### config.mk
export PLATFORM = sky130hd
export DESIGN_NAME = restoring_divider
export DESIGN_NICKNAME = d
export VERILOG_FILES = /design/src/rtl/restoring_divider.sv
export SDC_FILE = /design/constraint.sdc
export NUM_CORES = 1
export LEC_CHECK = 0
export ABC_AREA = 1
export CORE_MARGIN = 3
export CORE_UTILIZATION = 40
export DETAILED_ROUTE_END_ITERATION = 10
export GPL_TIMING_DRIVEN = 0
export PLACE_DENSITY_LB_ADDON = 0.12
export SYNTH_ARGS = -nofsm -noshare
export SYNTH_HDL_FRONTEND = slang
export SYNTH_SLANG_ARGS = --single-unit
### constraint.sdc
create_clock -name clk -period 2.6 [get_ports clk]
set_clock_uncertainty 0.1 [all_clocks]
set_input_delay 0.52 -clock clk [delete_from_list [all_inputs] [get_ports clk]]
set_output_delay 0.52 -clock clk [all_outputs]
set_load 0.02 [all_outputs]
### src/rtl/restoring_divider.sv
// 8-bit unsigned restoring divider: one shift/subtract iteration per clock,
// results and divide-by-zero flag registered and held until the next completion.
module restoring_divider (
  input  logic       clk,
  input  logic       rst_b,
  input  logic       start,
  input  logic [7:0] dividend,
  input  logic [7:0] divisor,
  output logic       busy,
  output logic       done,
  output logic [7:0] quotient,
  output logic [7:0] remainder,
  output logic       div_by_zero
);

  typedef enum logic {
    IDLE = 1'b0,
    RUN  = 1'b1
  } state_t;

  state_t      state_q, state_d;
  logic [8:0]  a_q, a_d;
  logic [7:0]  q_q, q_d;
  logic [7:0]  m_q, m_d;
  logic [2:0]  cnt_q, cnt_d;
  logic        busy_q, busy_d;
  logic        done_q, done_d;
  logic [7:0]  quot_q, quot_d;
  logic [7:0]  rem_q, rem_d;
  logic        dbz_q, dbz_d;
  logic [16:0] step_s;

  // One restoring iteration: shift {A,Q} left, trial-subtract M, restore on borrow.
  // Returns {A_next[8:0], Q_next[7:0]}.
  function automatic logic [16:0] div_step(input logic [8:0] a,
                                           input logic [7:0] q,
                                           input logic [7:0] m);
    logic [16:0] sh;
    logic [8:0]  t;
    sh = {a, q} << 1;
    t  = sh[16:8] + ~{1'b0, m} + 9'd1;
    if (t[8] == 1'b0) begin
      div_step = {t, sh[7:1], 1'b1};
    end else begin
      div_step = {sh[16:8], sh[7:1], 1'b0};
    end
  endfunction

  assign step_s = div_step(a_q, q_q, m_q);

  // State and datapath registers.
  always_ff @(posedge clk or negedge rst_b) begin
    if (!rst_b) begin
      state_q <= IDLE;
      a_q     <= 9'd0;
      q_q     <= 8'd0;
      m_q     <= 8'd0;
      cnt_q   <= 3'd0;
      busy_q  <= 1'b0;
      done_q  <= 1'b0;
      quot_q  <= 8'd0;
      rem_q   <= 8'd0;
      dbz_q   <= 1'b0;
    end else begin
      state_q <= state_d;
      a_q     <= a_d;
      q_q     <= q_d;
      m_q     <= m_d;
      cnt_q   <= cnt_d;
      busy_q  <= busy_d;
      done_q  <= done_d;
      quot_q  <= quot_d;
      rem_q   <= rem_d;
      dbz_q   <= dbz_d;
    end
  end

  // Next-state logic; a zero divisor leaves RUN after a single cycle.
  always_comb begin
    state_d = state_q;
    case (state_q)
      IDLE: begin
        if (start) begin
          state_d = RUN;
        end else begin
          state_d = IDLE;
        end
      end
      RUN: begin
        if ((m_q == 8'd0) || (cnt_q == 3'd7)) begin
          state_d = IDLE;
        end else begin
          state_d = RUN;
        end
      end
      default: state_d = IDLE;
    endcase
  end

  // Datapath and output next values.
  always_comb begin
    a_d    = a_q;
    q_d    = q_q;
    m_d    = m_q;
    cnt_d  = cnt_q;
    done_d = 1'b0;
    quot_d = quot_q;
    rem_d  = rem_q;
    dbz_d  = dbz_q;
    case (state_q)
      IDLE: begin
        if (start) begin
          a_d   = 9'd0;
          q_d   = dividend;
          m_d   = divisor;
          cnt_d = 3'd0;
          dbz_d = 1'b0;
        end else begin
          cnt_d = cnt_q;
        end
      end
      RUN: begin
        if (m_q == 8'd0) begin
          // Q still holds the untouched dividend here.
          quot_d = 8'hFF;
          rem_d  = q_q;
          dbz_d  = 1'b1;
          done_d = 1'b1;
        end else begin
          a_d   = step_s[16:8];
          q_d   = step_s[7:0];
          cnt_d = cnt_q + 3'd1;
          if (cnt_q == 3'd7) begin
            quot_d = step_s[7:0];
            rem_d  = step_s[15:8];
            done_d = 1'b1;
          end else begin
            done_d = 1'b0;
          end
        end
      end
      default: begin
        done_d = 1'b0;
      end
    endcase
    busy_d = (state_d == RUN);
  end

  assign busy        = busy_q;
  assign done        = done_q;
  assign quotient    = quot_q;
  assign remainder   = rem_q;
  assign div_by_zero = dbz_q;

endmodule

==> Word level (Yosys, flattened, before mapping) <==
Index checks and enable logic that the tools add are counted.
Widths: inputs -> output; s select.
{ "op_classes": {"reduce_logical": 7, "mux": 23, "n_eq_ne": 4, "bitwise_logic": 2, "addsub": 3} }
{ "ops": {"columns": ["operator", "count"], "rows": [
  ["$mux 8", 8],
  ["$pmux 8 s2", 2],
  ["$mux 16", 1],
  ["$add 9x1->9 const B", 1],
  ["$add 9x9->9", 1],
  ["$not 8->9", 1],
  ["$logic_not 8->1", 1],
  ["$reduce_and 2->1", 4],
  ["$mux 1", 7],
  ["$mux 3", 2],
  ["$pmux 3 s2", 1],
  ["$ne 2x2->1 const B", 2],
  ["$pmux 1 s2", 2],
  ["$add 3x1->3 const B", 1],
  ["$eq 3x3->1 const B", 1],
  ["$ne 2x1->1 const B", 1],
  ["$reduce_bool 2->1", 1],
  ["$logic_or 1x1->1", 1],
  ["$not 1->1", 1]
]} }
{ "word_totals": {"out_inout_bits": 19, "word_cells": 48, "regBits": 46} }

==> Logic depth before layout (Yosys ltp) <==
Gate-level depths: netlist (run 1).
{ "logic_depth": {"word_depth": 6, "depth_mapped": 14} }

==> Worst setup path before layout (run 1) <==
Ideal clock, no wire load.
{ "synth_path": {"kind": "register -> register", "startpoint": "register q_q[7]", "endpoint": "register rem_q[7] (netlist: remainder[7])", "stages_incl_launch_ff": 15, "setup_slack_ns": 0.543, "synth_period_minus_slack_ns": 2.057, "arrival_time_ns": 1.840, "path_cell_list": "dfrtp_1 inv_1 ha_1 inv_1 fa_1 nand2_1 nand2_1 nand3_2 nand2_1 nand2_1 nand2_2 nand2_1 nand3_1 nand2_1 nand2_1"} }
{ "synth_between": {"elab_chain_len": 5} }
{ "synth_lines": {"columns": ["item", "line_no", "source"], "rows": [
  ["start, declared", "23", "logic [7:0] q_q, q_d;"],
  ["start signal, assigned", "67", "q_q <= q_d;"],
  ["$add 9x9->9", "41", "t = sh[16:8] + ~{1'b0, m} + 9'd1;"],
  ["$add 9x1->9", "41", null],
  ["$mux 16", "42", "if (t[8] == 1'b0) begin"],
  ["$mux 8", "133", "if (cnt_q == 3'd7) begin"],
  ["$mux 8 *", "123", "if (m_q == 8'd0) begin"],
  ["end signal, assigned", "73", "rem_q <= rem_d;"],
  ["end, declared", "29", "logic [7:0] rem_q, rem_d;"]
]} }
Every way passes the cells marked *; elsewhere a longest branch is shown, timed or not. The select of a mux whose other input is x is not followed.
A chain may end at the register's enable or synchronous reset.

==> Final worst setup path (run 1) <==
{ "layout_path": {"startpoint": "register q_q[7]", "endpoint": "register rem_q[5] (netlist: remainder[5])"} }
{ "layout_between": {"elab_chain_len": 5} }
{ "layout_lines": {"columns": ["item", "line_no"], "rows": [
  ["$add 9x9->9", "41"],
  ["$add 9x1->9", "41"],
  ["$mux 16", "42"],
  ["$mux 8", "133"],
  ["$mux 8", "123"]
]} }
No other way between the ends. The select of a mux whose other input is x is not followed.

==> results.md, run 1 <==
* CP endpoint: remainder[5]
* Count leader, synth: nand2_1
* Max_slew headroom at around 72%
* CP max FO at 7
* Design area at around 0.0031 mm²
* Drt drc at 0
* Unrepaired setup endpoints after global routing: false
* Die W at 86 µm
* Worst r2r dst: remainder[5]
* Vias in the first global route at around 2.2k
* Die area at between 0.007 and 0.008 mm²
* Cts bufs inserted at 5
* Syn avg cell area at around 7.7 µm²
* Finished Layout Cells at 453
* Hold Vio Cnt, Final at 0
* Setup crit end kind: register
* GR Overflow Total at 0
* Core ar. at about 0.006 mm²
* Synth area leader: dfrtp_1
* Share of cells above drive strength 1 at 10.6%
* Max Root-Sink Buffers at 2
* Top-level I/O count at 38
* Drt wl/cell at between 10 and 15 µm
* Synth top cells by count: nand2_1 (136), dfrtp_1 (46), inv_1 (28)
* Post-CTS Hold Fix Bufs at 0
* CTS tree: yes
* Pin count of the biggest net entering global routing at 32
* EDFF count, synth at 0
* Ranking of synthesized cells by area: dfrtp_1 (45%), nand2_1 (20%), nand3_1 (5.1%)
* Tightest Hold Check Type: primary input to asynchronous set/reset pin
* Post-CTS Resized at 0
* Drt initial violations at between 100 and 150
* Post-route core utilization at approximately 52%
* Worst-path clk slew at 90 ps
* Initial antenna violation count at 0
* Final #Nets at 407
* Power Density at approximately 1400 mW/mm²
* R2R setup slack at roughly 270 ps
* Final period utilization at between 80 and 90%
* Routed Antenna Nets at 0
* Gate Count Post-Synth at roughly 330
* Minimum clock period at 2330 ps
* Synth warn at 0
* Post-CTS setup repair buffer count at 0
* Reg2reg path depth at 14
* FFs w/ async S/R, synth at 100%
* Worst Setup SP: q_q[7]
* Synthesized flop and latch total at 46
* Setup TNS at 0 ps
* Cell area after synthesis at approximately 0.0026 mm²
* Status: finished clean
* Seq/Total Area, Yosys at between 40 and 50%
* RD Place Congestion at 0.781
* WL final at 5.77 mm
* Row count at 28
* DP HPWL at 4.51 mm
* First-pass GRT wire length at 10.3 mm
* Syn Nets at 362
* Place WS at around 200 ps
* Top_reg_cell synth: dfrtp_1
* Starting Density at between 40% and 50%
* Slew @ Worst Pin at between 400 and 500 ps
* Overall power at 4.54 mW
* CP Class: register to register
* Synthesis-to-finish area growth at 22.6%
* Worst VDD drop at 0.700 mV
* Post-synth top area share at roughly 45%
* Max Cap Viol at 0
* Arrival @ worst endpoint at approximately 2400 ps
* Final setup fails at 0
* DP Cell Count at 445
* Die H at ~86 µm
* Leak at 1.66 nW
* GRT Overall Usage at 17.2%
* H-tree levels at 2
* Vias at ~2.2k
* Hold slack final at approximately 36 ps
* Critical Path Start Type: register
* Yosys cell types at 29
* ANT cells at 0
* Crit path required time at 2690 ps
* Post-DR vias/cell at around 4.9
* IO buf count at 37
* Reg-to-reg startpoint: q_q[7]
* Cell area after placement at just over 0.003 mm²
* Max-slew violations at 0
* # clock sinks at between 40 and 50
* Fmax at ~430 MHz
* Worst setup margin at around 270 ps
* Root buffer cell: clkbuf_8
* Clk_lat worst skew at just under 300 ps
* 1st-pass router iterations at 4
-- kinds of logic after synthesis --
| group | synth area share (%) |
|---|---|
| compound gates | 9.87 |
| xor+xnor | 0.684 |
| fa+ha+maj | 5.67 |
| buf+inv | 6.89 |
| flops | 45.0 |
| simple gates | 31.9 |
-- how the worst min path moves through the flow --
| stage | startpoint | to |
|---|---|---|
| global placement | quotient[1] | quotient[1] |
| global route | rst_b | m_q[5] |
| CTS | rst_b | m_q[5] |
| floorplan | rst_b | a_q[0] |
| detailed placement | quotient[1] | quotient[1] |
| finish | rst_b | m_q[5] |
-- area by class of cell --
type,instances,area (µm²)
tap,75,93.8
buffer,7,45.0
inverter,35,131
sequential,46,1150
timing repair buffer,38,385
clock inverter,1,5.00
multi-input combinational,244,1240
fill,628,2920
clock buffer,7,86.3
-- registers in the layout, indices dropped and copies added, names as in the netlist --
signal	flops
div_by_zero	1
q_q	8
quotient	8
cnt_q	3
a_q	8
done	1
busy	1
m_q	8
remainder	8
-- layout by cell type, fill, tap and decap left out, drive strengths merged, types with 7 or more instances in the layout --
master / instances
dfrtp: 46
a21oi: 12
nand3: 28
o21ai: 28
inv: 35
buf: 7
clkbuf: 9
ha: 10
clkdlybuf4s50: 36
nand2: 141
nor2: 13
-- per-layer routing --
metal,global-route usage [%],part of all wire [%]
met1,25.4,51
met2,27.2,45
met3,2.59,3.0
met4,3.02,0.69
met5,0,0
-- critical path: stages (launching register included) --
cell and delay [ps]:
dfrtp_1 390, inv_1 110, ha_1 150, inv_1 60
fa_1 410, nand2_1 80, nand2_1 110, nand3_2 130
nand2_1 90, nand2_2 160, nand2_2 110, nand2_1 100
nand3_1 90, nand2_1 80, nand2_1 40
-- power by group --
part / leakage, nW / total (mW) / switching (mW) / internal (mW)
clock: 0.0482 / 0.456 / 0.241 / 0.215
combinational: 1.04 / 2.82 / 1.72 / 1.09
sequential: 0.575 / 1.27 / 0.214 / 1.06
total: 1.66 / 4.54 / 2.18 / 2.37
(Power assumes the default switching activity.)
==> inputs of run 2 (changes only) <==
--- a/config.mk
+++ b/config.mk
@@ -10,7 +10,9 @@
 export CORE_UTILIZATION = 40
 export DETAILED_ROUTE_END_ITERATION = 10
 export GPL_TIMING_DRIVEN = 0
+export HOLD_SLACK_MARGIN = 0.08
 export PLACE_DENSITY_LB_ADDON = 0.12
+export SKIP_CTS_REPAIR_TIMING = 1
 export SYNTH_ARGS = -nofsm -noshare
 export SYNTH_HDL_FRONTEND = slang
 export SYNTH_SLANG_ARGS = --single-unit
==> run 2 against run 1 <==
  * First-iteration DRC count is 3.6% higher
  * Global-route usage stayed put
  * Flip-flop and latch count stayed put
  * Clock-buffer cell count stayed put
  * Via count hardly changed
  * Utilization is 0.17 points higher
  * Die area stayed put
  * Critical endpoint is now remainder[0]
  * Highest routed layer unchanged
  * Critical path depth stayed put
  * Wire length hardly changed
  * Sequential power hardly changed
==> results.md, run 2 (synthesized netlist as in run 1, its figures left out) <==
* H-tree levels at 2
* CP max FO at 7
* Setup crit end kind: register
* Tightest Hold Check Type: register to register
* Max-slew violations at 0
* Cts bufs inserted at 5
* 1st-pass router iterations at 4
* Vias in the first global route at 2,177
* Die H at 86 µm
* Hold slack final at roughly 380 ps
* Critical Path Start Type: register
* Met2 WL at around 2.6 mm
* DP HPWL at roughly 4.5 mm
* Unrepaired setup endpoints after global routing: false
* Minimum clock period at 2330 ps
* RD Place Congestion at between 0.7 and 0.8
* DP Cell Count at 445
* Vias at 2,199
* # clock sinks at 46
* Initial antenna violation count at 0
* Routed Antenna Nets at 0
* Max Cap Viol at 0
* Power Density at between 1000 and 1500 mW/mm²
* Die W at roughly 86 µm
* Final #Nets at 408
* Clk_lat worst skew at 290 ps
* Hold Vio Cnt, Final at 0
* Max Root-Sink Buffers at 2
* Status: finished clean
* Arrival @ worst endpoint at between 2000 and 2500 ps
* Worst VDD drop at about 0.7 mV
* Most frequent cells in the layout: nand2_1 (135), dfrtp_1 (46), clkdlybuf4s50_1 (36)
* Starting Density at ~42%
* Share of cells above drive strength 1 at between 10% and 20%
* Top sig layer: met4
* Slew @ Worst Pin at approximately 420 ps
* Final setup fails at 0
* GRT Overall Usage at between 10% and 20%
* Worst-path clk slew at ~80 ps
* Max_slew headroom at 72.2%
* Top-level I/O count at 38
* Final period utilization at between 80% and 90%
* CP Class: register to register
* WL final at 5.78 mm
* Leak at roughly 1.7 nW
* Finished Layout Cells at about 450
* Die area at 0.00740 mm²
* CTS tree: yes
* Synthesis-to-finish area growth at 23.0%
* IO buf count at 37
* Wl on met1 at between 2 and 3 mm
* Core ar. at around 0.0061 mm²
* Pin count of the biggest net entering global routing at 32
* Drt wl/cell at roughly 13 µm
* Drt drc at 0
* First-pass GRT wire length at roughly 10 mm
* Post-DR vias/cell at 4.84
* Met3 wire len at between 150 and 200 µm
* Root buffer cell: clkbuf_8
* Commonest non-fill, non-tap cell in the layout: nand2_1
* Row count at 28
* Fmax at 430 MHz
* Crit path required time at ~2700 ps
* Drt initial violations at ~120
* GR Overflow Total at 0
* ANT cells at 0
run 2: layout make-up:
type | count | area (µm²)
Buffer | 7 | 45.0
Clock buffer | 7 | 86.3
Clock inverter | 1 | 5.00
Fill cell | 627 | 2910
Inverter | 35 | 131
Multi-Input combinational cell | 244 | 1240
Sequential cell | 46 | 1150
Tap cell | 75 | 93.8
Timing Repair Buffer | 39 | 395
run 2: path summary, 6_finish.rpt:
check	startpoint	slack, ps	depth (start not counted)	endpoint
min	quotient[6]	380	2	quotient[6]
min in group asynchronous	rst_b	580	2	m_q[5]
min reg2reg	quotient[6]	380	2	quotient[6]
max	q_q[7]	270	14	remainder[0]
max reg2reg	q_q[7]	270	14	remainder[0]
max in group asynchronous	rst_b	1320	3	a_q[2]
run 2: worst max-delay path, cell delays in order, from the launching register on:
cell     delay (ps)
dfrtp_1         390
inv_1           110
ha_1            150
inv_1            60
fa_1            410
nand2_1          80
nand2_1         110
nand3_2         130
nand2_1          90
nand2_2         160
nand2_2         110
nand2_1         100
nand3_1          90
nand2_1          80
nand2_1          50
run 2: power by group:
group | total (mW) | switching, mW | internal [mW]
sequential | 1.27 | 0.214 | 1.06
clock | 0.457 | 0.242 | 0.215
combinational | 2.81 | 1.72 | 1.09
run 2: stage by stage:
step / util (%) / area (µm²) / setup TNS [ps] / power (mW) / setup WS (ps)
2_1_floorplan: - / 2560 / 0 / 3.31 / 543
3_3_place_gp: 49.9 / 3020 / -24530 / 4.06 / -536
3_5_place_dp: 50.1 / 3040 / 0 / 4.11 / 200
4_1_cts: 51.7 / 3130 / 0 / 4.58 / 178
5_1_grt: 51.9 / 3150 / 0 / 5.09 / 4.23
6_report: 51.9 / 3150 / 0 / 4.54 / 273
run 2: metal layers:
metal / up-vias / GRT usage (%)
met1: 1009 / 25.4
li1: 1150 / -
met5: - / 0
met4: 0 / 3.02
met3: 4 / 2.59
met2: 36 / 27.2
